--- src/rtl/board_mem_arbiter_if.sv ---
// rtl/board_mem_arbiter_if.sv - client bus bundle for the game-board store arbiter
// Purpose: carries the video, move-writer, scanner and clear-sweep signals between the clients and the
//   board store. The slave modport is used by board_mem_arbiter and the master modport by the clients.
// Parameter: ADDR_W - cell address width.
// Signals:
//   vid_req/vid_addr -> vid_data/vid_stall       renderer reads
//   wr_req/wr_addr/wr_data -> wr_gnt/wr_rej      move writes
//   sc_req/sc_addr -> sc_gnt/sc_data/sc_valid    win-line scanner reads
//   clr_req -> clr_busy/clr_done                 board-clear sweep
interface board_mem_arbiter_if #(
  parameter int ADDR_W = 7
);
  logic              vid_req;
  logic [ADDR_W-1:0] vid_addr;
  logic [1:0]        vid_data;
  logic              vid_stall;
  logic              wr_req;
  logic [ADDR_W-1:0] wr_addr;
  logic [1:0]        wr_data;
  logic              wr_gnt;
  logic              wr_rej;
  logic              sc_req;
  logic [ADDR_W-1:0] sc_addr;
  logic              sc_gnt;
  logic [1:0]        sc_data;
  logic              sc_valid;
  logic              clr_req;
  logic              clr_busy;
  logic              clr_done;

  modport slave (
    input  vid_req, vid_addr, wr_req, wr_addr, wr_data, sc_req, sc_addr, clr_req,
    output vid_data, vid_stall, wr_gnt, wr_rej, sc_gnt, sc_data, sc_valid, clr_busy, clr_done
  );

  modport master (
    output vid_req, vid_addr, wr_req, wr_addr, wr_data, sc_req, sc_addr, clr_req,
    input  vid_data, vid_stall, wr_gnt, wr_rej, sc_gnt, sc_data, sc_valid, clr_busy, clr_done
  );
endinterface

--- src/rtl/board_mem_arbiter.sv ---
// rtl/board_mem_arbiter.sv - 10x10 game-board store with one shared access slot per clock
// Purpose: holds the 2-bit board cells (00 empty, 01 tri, 10 circle, 11 marker) and grants one access per
//   cycle. Priority: starved writer/scanner, video, clear sweep, then writer/scanner in round-robin order.
// Ports:
//   clk    - system clock
//   rst_n  - asynchronous active-low reset (clears the board and aborts any sweep)
//   bus    - board_mem_arbiter_if.slave: video, writer, scanner and clear-sweep signals
// Configuration macro: OCCUPIED_CHECK_EN - refuse writes of a non-empty value onto a non-empty cell.
module board_mem_arbiter #(
  parameter int CELLS    = 100,
  parameter int ADDR_W   = 7,
  parameter int MAX_WAIT = 8,
  parameter int WAIT_W   = 4
) (
  input  logic                 clk,
  input  logic                 rst_n,
  board_mem_arbiter_if.slave   bus
);

  localparam logic [ADDR_W-1:0] LAST_ADDR = ADDR_W'(CELLS - 1);
  localparam logic [WAIT_W-1:0] WAIT_MAX  = WAIT_W'(MAX_WAIT);

  typedef enum logic [1:0] {S_IDLE, S_CLEAR, S_DONE} state_t;

  logic [1:0]        mem_q [CELLS];
  state_t            state_q;
  logic [ADDR_W-1:0] sweep_q;
  logic [WAIT_W-1:0] wr_wait_q, wr_wait_d;
  logic [WAIT_W-1:0] sc_wait_q, sc_wait_d;
  logic              rr_sc_q, rr_sc_d;  // 0: writer wins the next tie, 1: scanner wins
  logic [1:0]        vid_data_q, sc_data_q;
  logic              vid_stall_q, sc_valid_q, clr_busy_q, clr_done_q;

  logic in_clear, wr_starved, sc_starved;
  logic grant_wr, grant_sc, grant_vid, grant_clr;
  logic wr_rej, wr_lands;
  logic [1:0] wr_cur;

  // Out-of-range addresses read as empty and never index the array.
  function automatic logic [1:0] rd_cell(input logic [ADDR_W-1:0] a);
    return (a <= LAST_ADDR) ? mem_q[a] : 2'b00;
  endfunction

  assign in_clear   = (state_q == S_CLEAR);
  // Writer and scanner are frozen during the sweep, so starvation cannot preempt it either.
  assign wr_starved = bus.wr_req && (wr_wait_q == WAIT_MAX) && !in_clear;
  assign sc_starved = bus.sc_req && (sc_wait_q == WAIT_MAX) && !in_clear;

  always_comb begin
    grant_wr  = 1'b0;
    grant_sc  = 1'b0;
    grant_vid = 1'b0;
    grant_clr = 1'b0;
    if (wr_starved && sc_starved) begin
      grant_wr = !rr_sc_q;
      grant_sc = rr_sc_q;
    end else if (wr_starved) begin
      grant_wr = 1'b1;
    end else if (sc_starved) begin
      grant_sc = 1'b1;
    end else if (bus.vid_req) begin
      grant_vid = 1'b1;
    end else if (in_clear) begin
      grant_clr = 1'b1;
    end else if (bus.wr_req && bus.sc_req) begin
      grant_wr = !rr_sc_q;
      grant_sc = rr_sc_q;
    end else begin
      grant_wr = bus.wr_req;
      grant_sc = bus.sc_req;
    end
  end

  assign wr_cur = rd_cell(bus.wr_addr);
`ifdef OCCUPIED_CHECK_EN
  // Erasing (wr_data 00) always goes through; placing a piece needs an empty cell.
  assign wr_rej = grant_wr && (bus.wr_data != 2'b00) && (wr_cur != 2'b00);
`else
  assign wr_rej = 1'b0;
`endif
  assign wr_lands = grant_wr && (bus.wr_addr <= LAST_ADDR) && !wr_rej;

  always_comb begin
    wr_wait_d = wr_wait_q;
    sc_wait_d = sc_wait_q;
    rr_sc_d   = rr_sc_q;
    if (!bus.wr_req || grant_wr)          wr_wait_d = '0;
    else if (!in_clear && wr_wait_q != WAIT_MAX) wr_wait_d = wr_wait_q + WAIT_W'(1);
    if (!bus.sc_req || grant_sc)          sc_wait_d = '0;
    else if (!in_clear && sc_wait_q != WAIT_MAX) sc_wait_d = sc_wait_q + WAIT_W'(1);
    if (grant_wr)      rr_sc_d = 1'b1;
    else if (grant_sc) rr_sc_d = 1'b0;
  end

  always_ff @(posedge clk or negedge rst_n) begin
    if (!rst_n) begin
      for (int i = 0; i < CELLS; i++) mem_q[i] <= 2'b00;
      state_q     <= S_IDLE;
      sweep_q     <= '0;
      wr_wait_q   <= '0;
      sc_wait_q   <= '0;
      rr_sc_q     <= 1'b0;
      vid_data_q  <= 2'b00;
      sc_data_q   <= 2'b00;
      vid_stall_q <= 1'b0;
      sc_valid_q  <= 1'b0;
      clr_busy_q  <= 1'b0;
      clr_done_q  <= 1'b0;
    end else begin
      wr_wait_q   <= wr_wait_d;
      sc_wait_q   <= sc_wait_d;
      rr_sc_q     <= rr_sc_d;
      // A preempted video slot keeps the old pixel data and flags the stall next cycle.
      vid_stall_q <= bus.vid_req && !grant_vid;
      sc_valid_q  <= grant_sc;
      if (grant_vid) vid_data_q <= rd_cell(bus.vid_addr);
      if (grant_sc)  sc_data_q  <= rd_cell(bus.sc_addr);
      if (wr_lands)  mem_q[bus.wr_addr] <= bus.wr_data;
      if (grant_clr) mem_q[sweep_q] <= 2'b00;

      case (state_q)
        S_IDLE: begin
          clr_done_q <= 1'b0;
          if (bus.clr_req) begin
            state_q    <= S_CLEAR;
            sweep_q    <= '0;
            clr_busy_q <= 1'b1;
          end
        end
        S_CLEAR: begin
          if (grant_clr) begin
            if (sweep_q == LAST_ADDR) begin
              state_q    <= S_DONE;
              clr_busy_q <= 1'b0;
              clr_done_q <= 1'b1;
            end else begin
              sweep_q <= sweep_q + ADDR_W'(1);
            end
          end
        end
        default: begin
          state_q    <= S_IDLE;
          clr_busy_q <= 1'b0;
          clr_done_q <= 1'b0;
        end
      endcase
    end
  end

  assign bus.vid_data  = vid_data_q;
  assign bus.vid_stall = vid_stall_q;
  assign bus.wr_gnt    = grant_wr;
  assign bus.wr_rej    = wr_rej;
  assign bus.sc_gnt    = grant_sc;
  assign bus.sc_data   = sc_data_q;
  assign bus.sc_valid  = sc_valid_q;
  assign bus.clr_busy  = clr_busy_q;
  assign bus.clr_done  = clr_done_q;

endmodule
--- src/flat_wrapper.sv ---
// flat-port wrapper written by rule: the top's interface ports become plain ports
module board_mem_arbiter_flat 
#(
  parameter int CELLS    = 100,
  parameter int ADDR_W   = 7,
  parameter int MAX_WAIT = 8,
  parameter int WAIT_W   = 4
)
  (clk, rst_n, bus_vid_req, bus_vid_addr, bus_wr_req, bus_wr_addr, bus_wr_data, bus_sc_req, bus_sc_addr, bus_clr_req, bus_vid_data, bus_vid_stall, bus_wr_gnt, bus_wr_rej, bus_sc_gnt, bus_sc_data, bus_sc_valid, bus_clr_busy, bus_clr_done);
  board_mem_arbiter_if #(.ADDR_W(ADDR_W)) bus_i ();
  input  logic clk;
  input  logic rst_n;
  input wire logic [$bits(bus_i.vid_req)-1:0] bus_vid_req;
  input wire logic [$bits(bus_i.vid_addr)-1:0] bus_vid_addr;
  input wire logic [$bits(bus_i.wr_req)-1:0] bus_wr_req;
  input wire logic [$bits(bus_i.wr_addr)-1:0] bus_wr_addr;
  input wire logic [$bits(bus_i.wr_data)-1:0] bus_wr_data;
  input wire logic [$bits(bus_i.sc_req)-1:0] bus_sc_req;
  input wire logic [$bits(bus_i.sc_addr)-1:0] bus_sc_addr;
  input wire logic [$bits(bus_i.clr_req)-1:0] bus_clr_req;
  output wire logic [$bits(bus_i.vid_data)-1:0] bus_vid_data;
  output wire logic [$bits(bus_i.vid_stall)-1:0] bus_vid_stall;
  output wire logic [$bits(bus_i.wr_gnt)-1:0] bus_wr_gnt;
  output wire logic [$bits(bus_i.wr_rej)-1:0] bus_wr_rej;
  output wire logic [$bits(bus_i.sc_gnt)-1:0] bus_sc_gnt;
  output wire logic [$bits(bus_i.sc_data)-1:0] bus_sc_data;
  output wire logic [$bits(bus_i.sc_valid)-1:0] bus_sc_valid;
  output wire logic [$bits(bus_i.clr_busy)-1:0] bus_clr_busy;
  output wire logic [$bits(bus_i.clr_done)-1:0] bus_clr_done;
  assign bus_i.vid_req = bus_vid_req;
  assign bus_i.vid_addr = bus_vid_addr;
  assign bus_i.wr_req = bus_wr_req;
  assign bus_i.wr_addr = bus_wr_addr;
  assign bus_i.wr_data = bus_wr_data;
  assign bus_i.sc_req = bus_sc_req;
  assign bus_i.sc_addr = bus_sc_addr;
  assign bus_i.clr_req = bus_clr_req;
  assign bus_vid_data = bus_i.vid_data;
  assign bus_vid_stall = bus_i.vid_stall;
  assign bus_wr_gnt = bus_i.wr_gnt;
  assign bus_wr_rej = bus_i.wr_rej;
  assign bus_sc_gnt = bus_i.sc_gnt;
  assign bus_sc_data = bus_i.sc_data;
  assign bus_sc_valid = bus_i.sc_valid;
  assign bus_clr_busy = bus_i.clr_busy;
  assign bus_clr_done = bus_i.clr_done;
  board_mem_arbiter #(.CELLS(CELLS), .ADDR_W(ADDR_W), .MAX_WAIT(MAX_WAIT), .WAIT_W(WAIT_W)) u_core (.clk(clk), .rst_n(rst_n), .bus(bus_i));
endmodule
--- config.mk ---
export PLATFORM = sky130hd
export DESIGN_NAME = board_mem_arbiter_flat
export DESIGN_NICKNAME = d
export VERILOG_FILES = /design/src/rtl/board_mem_arbiter_if.sv /design/src/rtl/board_mem_arbiter.sv /design/src/flat_wrapper.sv
export SDC_FILE = /design/constraint.sdc
export NUM_CORES = 1
export LEC_CHECK = 0
export CORE_ASPECT_RATIO = 0.8
export CORE_UTILIZATION = 30
export DETAILED_ROUTE_END_ITERATION = 8
export HOLD_SLACK_MARGIN = 0.1
export PLACE_DENSITY = 0.48
export SYNTH_ARGS = -nofsm -noshare
export SYNTH_HDL_FRONTEND = slang
export SYNTH_SLANG_ARGS = --single-unit
export TNS_END_PERCENT = 1
--- constraint.sdc ---
create_clock -name clk -period 6.09 [get_ports clk]
set_clock_uncertainty 0.1 [all_clocks]
set_input_delay 1.218 -clock clk [delete_from_list [all_inputs] [get_ports clk]]
set_output_delay 1.218 -clock clk [all_outputs]
set_load 0.02 [all_outputs]
==> impl_metrics.env <==
export IMPL_status="completed"
export IMPL_areaGrowthSynthToFinish_pct=12.6
export IMPL_setup_violations_final=0
export IMPL_startpoint="bus_sc_req"
export IMPL_whs_ns=0.389
export IMPL_synth_main_ff_cell="dfrtp_1"
export IMPL_grt_usage_pct=21.3
export IMPL_leakage_nw=6.36
export IMPL_die_area_sq_um=47900
export IMPL_hold_buffers=0
export IMPL_met1_length_um=25000
export IMPL_cts_tree="done"
export IMPL_ys_seq_area_share_pct=39.9
export IMPL_chipWidth_um=245
export IMPL_dr_wl_met3_um=3740
export IMPL_routedWlPerCell_um=26.0
export IMPL_grt_max_degree=112
export IMPL_maxCapViolCount=0
export IMPL_cp_arrival_ns=3.57
export IMPL_synth_cell_types=72
export IMPL_drc=0
export IMPL_num_antenna_cells=0
export IMPL_r2r_start="u_core.sc_wait_q[0]$_DFFE_PN0P_"
export IMPL_drtIter0Drc=1055
export IMPL_fin_ws_ns=1.20
export IMPL_grt_pass1_wl_um=76100
export IMPL_hold_violations=0
export IMPL_synth_cell_area_sq_um=14100
export IMPL_maxSlewViolCount=0
export IMPL_cts_buffers=27
export IMPL_place_inst=1918
export IMPL_cts_root_buffer="clkbuf_16"
export IMPL_antenna_found_initial=0
export IMPL_num_io_pins=40
export IMPL_start_kind="input pin"
export IMPL_powerDensity_nw_per_um2=254
export IMPL_max_freq_mhz=204
export IMPL_post_route_min_period_ns=4.89
export IMPL_slew_headroom_pct=14.5
export IMPL_multi_input_area_sq_um=7900
export IMPL_netlist_instances=1356
export IMPL_wirelength_um=51100
export IMPL_yosysWarnings=0
export IMPL_start_util_pct=30.6
export IMPL_cts_buffer_depth=3
export IMPL_setup_worst_path_class="in -> out"
export IMPL_wl_met2_um=21300
export IMPL_end_kind="primary output"
export IMPL_hold_class="reg -> reg"
export IMPL_path_clk_slew_ns=0.06
export IMPL_nets=1369
export IMPL_r2r_end="u_core.mem_q[116]$_DFF_PN0_"
export IMPL_ys_ff_latch=225
export IMPL_final_layout_size_suffix_gt1_share_pct=12.9
export IMPL_ant_nets=0
export IMPL_portBuffers=38
export IMPL_tns_ns=0
export IMPL_hpwl_um=34300
export IMPL_rows=70
export IMPL_dp_slack_ns=1.19
export IMPL_seq_area_sq_um=5630
export IMPL_die_h_um=196
export IMPL_h_tree_depth=1
export IMPL_insertion_delay_ns=0.56
export IMPL_postCtsSetupBuffers=0
export IMPL_place_congestion=0.895
export IMPL_num_vias=11400
export IMPL_grt_pass1_vias=11100
export IMPL_synth_fp_nets=1390
export IMPL_core_area_sq_um=46100
export IMPL_crit_end="bus_wr_gnt"
export IMPL_synth_async_reset_ratio_pct=100
export IMPL_grt_setup_unrepaired="false"
export IMPL_numClockSinks=225
export IMPL_vias_per_cell=5.80
export IMPL_top_layer_used="met4"
export IMPL_reg2regPathDepth=8
export IMPL_ir_worst_vdd_uv=191
export IMPL_n_fill_cell=4737
export IMPL_dr_pass1_iters=5
export IMPL_synth_edff_count=0
export IMPL_tightestPinTransition_ns=1.28
export IMPL_fin_crit_sh_pct=80.3
export IMPL_cp_max_fo=11
export IMPL_syn_area_per_cell_sq_um=10.4
export IMPL_cts_resized=0
export IMPL_r2r_slack_ns=2.30
export IMPL_grt_overflow=0
export IMPL_worstPathRequired_ns=4.77
export IMPL_finalNonFillerCells=1967
## stage by stage
| stage | area, sq um | util [%] | power, W |
|---|---|---|---|
| after global placement | 14900 | 32.4 | 0.00225 |
| final | 15900 | 34.5 | 0.00404 |
| after CTS | 15900 | 34.5 | 0.00406 |
| after detailed placement | 14900 | 32.4 | 0.00226 |
| after global routing | 15900 | 34.5 | 0.00417 |
| after floorplan | 14100 | - | 0.00197 |
## sequential cells by signal (all words and copies together), names as in the netlist
signal and count:
u_core.bus.sc_data 2, u_core.sweep_q 7, u_core.bus.sc_valid 1, u_core.wr_wait_q 4
u_core.sc_wait_q 4, u_core.state_q 1, u_core.bus.clr_done 1, u_core.bus.vid_data 2
u_core.bus.vid_stall 1, u_core.rr_sc_q 1, u_core.bus.clr_busy 1, u_core.mem_q 200
## layout make-up
cell class | instances | area share (%)
sequential | 225 | 35.4
tap | 612 | 4.82
timing repair buffer | 64 | 3.57
inverter | 19 | 0.449
clock inverter | 13 | 1.40
clock buffer | 36 | 4.65
multi-input combinational | 998 | 49.7
## report_power, final
part	switching, W	internal (W)	leakage, nW
clock network	0.000692	0.00110	0.462
registers	0.0000777	0.00154	3.12
logic	0.000449	0.000176	2.77
## Yosys cell counts, drive strengths merged (9+ instances only)
| library cell | number | area (sq um) |
|---|---|---|
| nand3 | 29 | 145 |
| mux2 | 20 | 225 |
| clkbuf | 50 | 188 |
| nor2b | 20 | 125 |
| mux2i | 251 | 2510 |
| mux4 | 69 | 1580 |
| inv | 18 | 67.6 |
| nand2 | 47 | 176 |
| nor2 | 152 | 571 |
| nand3b | 11 | 82.6 |
| a31oi | 9 | 56.3 |
| a21oi | 173 | 866 |
| nand2b | 12 | 75.1 |
| nor3 | 47 | 270 |
| o21ai | 25 | 125 |
| buf | 64 | 350 |
| dfrtp | 225 | 5630 |
| nand4 | 19 | 134 |
## worst min-delay path by stage
stage / from / to / slack (ns) / depth (start not counted)
2_1_floorplan: u_core.rr_sc_q$_DFFE_PN0P_ / u_core.rr_sc_q$_DFFE_PN0P_ / 0.35 / 1
3_3_place_gp: u_core.rr_sc_q$_DFFE_PN0P_ / u_core.rr_sc_q$_DFFE_PN0P_ / 0.37 / 1
3_5_place_dp: u_core.rr_sc_q$_DFFE_PN0P_ / u_core.rr_sc_q$_DFFE_PN0P_ / 0.37 / 1
4_1_cts: u_core.rr_sc_q$_DFFE_PN0P_ / u_core.rr_sc_q$_DFFE_PN0P_ / 0.39 / 1
5_1_grt: u_core.rr_sc_q$_DFFE_PN0P_ / u_core.rr_sc_q$_DFFE_PN0P_ / 0.40 / 1
6_report: u_core.rr_sc_q$_DFFE_PN0P_ / u_core.rr_sc_q$_DFFE_PN0P_ / 0.39 / 1
## per-layer routing
metal  vias to the layer above  global-route usage (%)
met4                         0                    4.68
li1                       4986                       -
met5                         -                       0
met1                      5940                    33.3
met2                       411                    29.9
met3                        69                    4.05
## cell families (layout without fill, tap and decap cells)
family	count (synthesis)	after routing	share of synthesized area, %
adders and majority gates	6	6	0.514
other	1	1	0.0266
DFF	225	225	39.9
and+or+nand+nor	373	373	13.0
AOI/OAI and AO/OA	267	267	10.9
xor gates and xnor gates	11	11	0.683
muxes	340	340	30.6
buffers and inverters	133	132	4.32
## critical path, stage by stage
cell	delay (ns)
clkdlybuf4s50_1	0.46
and4b_1	0.21
o21ai_1	0.63
and3_1	0.40
clkdlybuf4s50_1	0.65
## cell usage in the layout (no fill, tap or decap), types with 24 or more instances in the layout
cell               n
a21oi_1          173
nor3_1            37
nand2_1           47
clkdlybuf4s50_1   30
mux2i_1          251
buf_4             29
mux4_2            61
o21ai_0           24
dfrtp_1          225
clkbuf_16         27
nor2_1           152
nand3_1           29
No activity file was read; power rests on OpenSTA's default activity.
==> variant, RTL diff (same flow settings) <==
Build with the macro `OCCUPIED_CHECK_EN` defined.
--- a/src/rtl/board_mem_arbiter.sv
+++ b/src/rtl/board_mem_arbiter.sv
@@ -7,4 +7,6 @@
 //   bus    - board_mem_arbiter_if.slave: video, writer, scanner and clear-sweep signals
 // Configuration macro: OCCUPIED_CHECK_EN - refuse writes of a non-empty value onto a non-empty cell.
+`define OCCUPIED_CHECK_EN
+
 module board_mem_arbiter #(
   parameter int CELLS    = 100,
Behaviour: not the same (a bounded check fails within 4 cycles, from zero or initial values and one cycle with rst_n low).
==> variant against the original RTL <==
Worst setup slack got worse by 0.81 ns; sequential power decreased by 2%; sequential cell count unchanged; register-to-register slack improved by 0.08 ns; via count increased by 38%; wire length increased by 41%; synthesized cell count increased by 31%; final area increased by 18%; non-clock buffer count increased by 38; synthesized area increased by 19%; total power decreased by 3.0%.
==> variant: results (changes against the original RTL) <==
[metrics] outcome: finished, final reports clean
[metrics] largest voltage drop on the vdd net: 0.0002318 V (+21%)
[metrics] pin count of the biggest net entering global routing: 111 (-0.89%)
[metrics] largest fanout on the critical path: 6 (-5)
[metrics] highest cell delay on the worst timing path: 0.70 ns (+0.05 ns)
[metrics] multiplexer area fraction after synthesis: 0.2549 (-0.05112)
[metrics] setup slack after placement: 0.5113 ns (-0.6814 ns)
[metrics] number of violations reported at the end of detailed-routing iteration 0: 2133 (+100%)
[metrics] Multi-Input Combinational: 1392 (+39%)
[metrics] non-clock inverter total of the final layout: 16 (-3)
[metrics] aggregate global-route resource usage: 0.2554 (+0.04206)
[metrics] number of nets in the finished design: 1798 (+31%)
[metrics] worst-case hold slack: 0.3806 ns (-0.008339 ns)
[metrics] switching power share of the total: 0.3343 (+0.03234)
[metrics] count of unique library cells instantiated by Yosys: 71 (-1.4%)
[metrics] global-route wire length before repair: 106.9 mm (+41%)
[metrics] vias post-DR: 15720 (+38%)
[metrics] Wirelength per Cell: 28.45 um (+9.5%)
[metrics] total leakage power: 6.986 nW (+9.9%)
[metrics] compound-cell area share of the yosys netlist: 0.1335 (+0.02410)
[metrics] routed length on met2: 30.14 mm (+42%)
[metrics] portion of the layout cell area used by clock cells: 0.04460 (-0.01593)
[metrics] share of final-layout standard cells stronger than drive strength 1: 0.1691 (+0.03995)
[metrics] global-route track usage on met3: 0.06109 (+0.02060)
[metrics] setup slack of the most critical reg-to-reg path: 2.38 ns (+0.08 ns)
[metrics] reported combinational group power: 0.000730 W (+17%)
[metrics] number of non-clock buffers: 102 (+59%)
[metrics] cell types with the highest counts after synthesis: sky130_fd_sc_hd__dfrtp_1, sky130_fd_sc_hd__nand2_1, sky130_fd_sc_hd__o21ai_0
[metrics] data arrival time of the critical path: 4.38 ns (+0.81 ns)
[metrics] met2 routing resource usage after global routing: 0.3692 (+0.07024)
[metrics] net switching component of the power: 0.001309 W (+7.4%)
[metrics] ant diodes: 1 (+1)
[metrics] via count of the first global-routing pass: 15290 (+38%)
[variant: changes by cell type after synthesis, sizes merged, moves of 18 or more]
cell	change
nand3	+142
a21oi	-40
nor4	+27
nand2	+145
o21ai	+157
mux2i	-138
nand4	+18
mux4	+69
clkbuf	+47
[variant: logic make-up after synthesis]
family / after synthesis
AOI/OAI and AO/OA: 393
xor gates and xnor gates: 11
and+or+nand+nor: 728
DFF: 225
muxes: 254
buffers and inverters: 165
adders and majority gates: 6
[variant: worst paths after layout]
path	start	end	depth (start not counted)
setup / recovery	bus_wr_addr[4]	bus_wr_rej	9
hold / removal	u_core.bus.sc_data[0]	u_core.bus.sc_data[0]	2
setup reg to reg	u_core.sc_wait_q[0]	u_core.mem_q[24]	10
hold reg to reg	u_core.bus.sc_data[0]	u_core.bus.sc_data[0]	2
max in group asynchronous	rst_n	u_core.bus.vid_stall	2
min in group asynchronous	rst_n	u_core.sc_wait_q[0]	1
